### src/rtl/trace_config_sequencer.sv
// trace_config_sequencer: buffers host config writes, drains the trace
// pipeline, then broadcasts each (configId, configData) pair once with
// tracing dropped before returning the pipeline to tracing.
`timescale 1ns/1ps

module trace_config_sequencer #(
  parameter int unsigned CMD_DEPTH    = 4,
  parameter int unsigned DRAIN_CYCLES = 8,
  parameter logic [7:0]  IDLE_ID      = 8'hFF
) (
  input  logic       clk,
  input  logic       rst,
  input  logic       cmd_valid,
  output logic       cmd_ready,
  input  logic [7:0] cmd_id,
  input  logic [7:0] cmd_data,
  input  logic       cmd_last,
  input  logic       enqueue_in,
  output logic       enqueue_out,
  input  logic       pipe_valid,
  output logic       tracing,
  output logic [7:0] configId,
  output logic [7:0] configData,
  output logic       busy,
  output logic       cfg_done
);

  localparam int unsigned PTR_W  = $clog2(CMD_DEPTH);
  localparam int unsigned CNT_W  = PTR_W + 1;
  localparam int unsigned QCNT_W = $clog2(DRAIN_CYCLES + 1);

  // One buffered host command: batch terminator plus the (id, data) pair.
  typedef struct packed {
    logic       last;
    logic [7:0] id;
    logic [7:0] data;
  } cmd_t;

  typedef enum logic [1:0] {
    ST_TRACE  = 2'd0,
    ST_DRAIN  = 2'd1,
    ST_APPLY  = 2'd2,
    ST_SETTLE = 2'd3
  } state_t;

  cmd_t              mem [CMD_DEPTH];
  logic [PTR_W-1:0]  wr_ptr;
  logic [PTR_W-1:0]  rd_ptr;
  logic [CNT_W-1:0]  count;
  logic              full;
  logic              empty;
  logic              push;
  logic              pop;
  cmd_t              head;
  state_t            state;
  logic [QCNT_W-1:0] qcnt;

  // FIFO status and handshake; a full FIFO refuses a push even on a pop cycle.
  assign full      = (count == CNT_W'(CMD_DEPTH));
  assign empty     = (count == '0);
  assign push      = cmd_valid & ~full;
  assign pop       = (state == ST_APPLY) & ~empty;
  assign head      = mem[rd_ptr];
  assign cmd_ready = ~full;

  // Upstream enqueues pass only while tracing normally; otherwise dropped.
  assign enqueue_out = enqueue_in & (state == ST_TRACE);
  assign busy        = (state != ST_TRACE);

  // Command storage; contents need no reset since the pointers gate reads.
  always_ff @(posedge clk) begin
    if (push) begin
      mem[wr_ptr] <= '{last: cmd_last, id: cmd_id, data: cmd_data};
    end
  end

  // FIFO pointers and occupancy; reset flushes any queued commands.
  always_ff @(posedge clk) begin
    if (rst) begin
      wr_ptr <= '0;
      rd_ptr <= '0;
      count  <= '0;
    end else begin
      if (push) begin
        wr_ptr <= wr_ptr + PTR_W'(1);
      end
      if (pop) begin
        rd_ptr <= rd_ptr + PTR_W'(1);
      end
      case ({push, pop})
        2'b10:   count <= count + CNT_W'(1);
        2'b01:   count <= count - CNT_W'(1);
        default: count <= count;
      endcase
    end
  end

  // Reconfiguration sequencer with registered broadcast outputs.
  always_ff @(posedge clk) begin
    if (rst) begin
      state      <= ST_TRACE;
      tracing    <= 1'b1;
      configId   <= IDLE_ID;
      configData <= 8'h00;
      cfg_done   <= 1'b0;
      qcnt       <= '0;
    end else begin
      cfg_done <= 1'b0;
      unique case (state)
        ST_TRACE: begin
          tracing  <= 1'b1;
          configId <= IDLE_ID;
          qcnt     <= '0;
          if (!empty) begin
            state <= ST_DRAIN;
          end
        end
        ST_DRAIN: begin
          // Any pipeline activity restarts the quiet window.
          if (pipe_valid) begin
            qcnt <= '0;
          end else if (qcnt == QCNT_W'(DRAIN_CYCLES - 1)) begin
            qcnt    <= '0;
            tracing <= 1'b0;
            state   <= ST_APPLY;
          end else begin
            qcnt <= qcnt + QCNT_W'(1);
          end
        end
        ST_APPLY: begin
          // One write per cycle; an empty FIFO stalls the batch indefinitely.
          if (pop) begin
            configId   <= head.id;
            configData <= head.data;
            if (head.last) begin
              cfg_done <= 1'b1;
              state    <= ST_SETTLE;
            end
          end else begin
            configId <= IDLE_ID;
          end
        end
        ST_SETTLE: begin
          configId <= IDLE_ID;
          tracing  <= 1'b1;
          state    <= ST_TRACE;
        end
        default: begin
          state <= ST_TRACE;
        end
      endcase
    end
  end

endmodule
### config.mk
export PLATFORM = sky130hd
export DESIGN_NAME = trace_config_sequencer
export DESIGN_NICKNAME = d
export VERILOG_FILES = /design/src/rtl/trace_config_sequencer.sv
export SDC_FILE = /design/constraint.sdc
export NUM_CORES = 1
export LEC_CHECK = 0
export CORE_MARGIN = 1.5
export CORE_UTILIZATION = 52
export CTS_BUF_LIST = sky130_fd_sc_hd__clkbuf_2 sky130_fd_sc_hd__clkbuf_4 sky130_fd_sc_hd__clkbuf_8
export DETAILED_ROUTE_END_ITERATION = 10
export GPL_ROUTABILITY_DRIVEN = 0
export PLACE_DENSITY_LB_ADDON = 0.12
export SLEW_MARGIN = 20
export SYNTH_ARGS = -nofsm -noshare
export SYNTH_HDL_FRONTEND = slang
export SYNTH_SLANG_ARGS = --single-unit
### constraint.sdc
create_clock -name clk -period 2.1 [get_ports clk]
set_input_delay 0.42 -clock clk [delete_from_list [all_inputs] [get_ports clk]]
set_output_delay 0.42 -clock clk [all_outputs]
set_load 0.1 [all_outputs]
==> results_dict.tcl <==
set metrics [dict create \
    cp.required_ps 2390 \
    vias 2212 \
    grt_pass1_wl_mm 11.2 \
    critPathKind "flop to flop" \
    routed-wl-met3_um 273 \
    grt_pass1_vias 2305 \
    num_rows 31 \
    power-per-cell-area_nw_per_um2 1020 \
    crit_fanout 2 \
    setup_ws_ps 36.4 \
    final_cell_mix "edfxtp_1 (68), buf_4 (34), dfxtp_1 (31)" \
    irDropWorstVdd_uv 534 \
    clk_pin_slew_ps 90 \
    maxCapViolCount 0 \
    final.min_clock_period_ps 2060 \
    die_area_um2 8160 \
    gr-total-overflow 0 \
    dr.max_layer_used "met4" \
    antenna_found_initial 0 \
    relSlewSlack 0.690 \
    cp-start-kind "flop" \
    skew_ps 9.82 \
    synth_edf_count 68 \
    fmax_mhz 485 \
    multi_input_area_um2 1190 \
    fill_cells 545 \
    hold_violations 0 \
    cts_tree "done" \
    cp_slowest_cell "or3b_4" \
    clock_path_buffers 2 \
    ys.flop_type "edfxtp_1" \
    syn_to_final_growth_pct 22.4 \
    drt-pass1-iter-count 4 \
    syn_avg_cell_area_um2 15.3 \
    grt_max_degree 18 \
    synthesis.nets 293 \
    dp_slack_ps -128 \
    cts-root-buf "clkbuf_8" \
    status "complete, no violations" \
    vias_per_cell 5.19 \
    io_pins 43 \
    htree_levels 3 \
    io_buffer_count 42 \
    cts-buffers-inserted 9 \
    worst_pin_slew_ps 464 \
    hp-class "flop to flop" \
    crit_family "simple AND/OR/NAND/NOR gates" \
    fin_crit_sh 0.983 \
    insertion_delay_ps 350 \
    synth_area_um2 3970 \
    layout.cells.non_filler 426 \
    synth_seq_cells 101 \
    slew_violations 0 \
    final_common_cell "edfxtp_1" \
    syn_inst 259 \
    rsz0062_at_grt "true" \
    layout.nets 356 \
    crit_arrival_ps 2360 \
    synth_warnings 0 \
    die_h_um 90.3 \
    post_cts_buffers 0 \
    end_kind "flop" \
    total_leakage_power_nw 1.70 \
    wirelength_mm 6.68 \
    ant_nets 0 \
    slowest_delay_ps 390 \
    met2_length_mm 3.29 \
    synth_seq_area_share 0.681 \
    layout-drive-gt1-share 0.260 \
    post_drt_wl_per_cell_um 15.7 \
    clock-sinks 101 \
    seqCellArea_um2 2710 \
    num_antenna_cells 0 \
    cts_resized 0 \
    path_buf_inv 2 \
    initial_core_util 0.541 \
    hold_buffers 0 \
    dp.cells 410 \
    synth_cell_types 40 \
    drt-initial-drc-count 95 \
    coreArea_um2 7330 \
    async_reset_ff_frac 0 \
    drc_errors 0 \
    die_w_um 90.3 \
    drt-met1-wl_mm 3.07 \
    dp_hpwl_mm 4.48 \
    finalSetupViolCount 0 \
    hold_ws_ps 463 \
    track_usage 0.181 \
    crit_chain "or3b_4 > and2_4 > inv_4 > ha_4 > inv_2 > fa_2 > xor2_1 > or3_1 > a21oi_2" \
]
layer usage:
metal | global-route usage | vias up
met1 | 0.227 | 1078
met3 | 0.0471 | 4
met4 | 0.0556 | 0
li1 | - | 1090
met5 | 0 | -
met2 | 0.307 | 40
area by class of cell:
class / instances / share of cell area
Inverter: 12 / 0.00979
Multi-Input combinational cell: 137 / 0.246
Clock buffer: 11 / 0.0286
Sequential cell: 101 / 0.557
Timing Repair Buffer: 61 / 0.121
Clock inverter: 5 / 0.0121
Tap cell: 99 / 0.0255
power breakdown:
part / internal [W] / switching, W
clock network: 0.000580 / 0.000628
logic: 0.000562 / 0.000847
registers: 0.00228 / 0.0000604
final timing paths:
path / from / cells after the start / to / slack (ps)
max: count[0] / 9 / count[2] / 40
min: configData[0] / 2 / configData[0] / 460
max reg2reg: count[0] / 9 / count[2] / 40
min reg2reg: configData[0] / 2 / configData[0] / 460
synth_stat cells (all sizes together), types with 3 or more instances:
master	number	share of area
clkbuf	5	0.0047
edfxtp	68	0.51
nor2b	8	0.013
dfxtp	33	0.17
nor3	9	0.011
ha	11	0.035
mux4	17	0.099
xor2	3	0.0066
nor2	12	0.011
o21ai	11	0.014
buf	4	0.0073
nor3b	3	0.0057
and3	5	0.0079
nand2	21	0.021
inv	12	0.011
a21oi	15	0.019
per-stage QoR:
| step | TNS [ps] | total power, W | instance area, µm² | util |
|---|---|---|---|---|
| after global placement | -103 | 0.00379 | 4650 | 0.635 |
| after floorplan | -212 | 0.00338 | 3990 | - |
| after global routing | -51.3 | 0.00520 | 4850 | 0.662 |
| final | 0 | 0.00495 | 4850 | 0.662 |
| after CTS | 0 | 0.00501 | 4850 | 0.662 |
| after detailed placement | -128 | 0.00381 | 4650 | 0.635 |
tightest hold or removal path, stage by stage (launching register included):
cell and delay [ps]:
dfxtp_1 320, nand2_1 50, a21oi_1 50
cells by family after synthesis:
| logic type | share of synthesized area |
|---|---|
| flops | 0.681 |
| buf+inv | 0.0233 |
| fa+ha+maj | 0.0397 |
| simple gates | 0.0931 |
| xor+xnor | 0.0110 |
| mux | 0.0994 |
| compound gates | 0.0521 |
state kept, by name (all words and copies together) (netlist names), named ones only:
signal      count
cfg_done        1
wr_ptr          2
mem            68
state           2
count           3
tracing         1
qcnt            4
configId        8
configData      8
rd_ptr          2
Power figures use the tool's default switching activity.
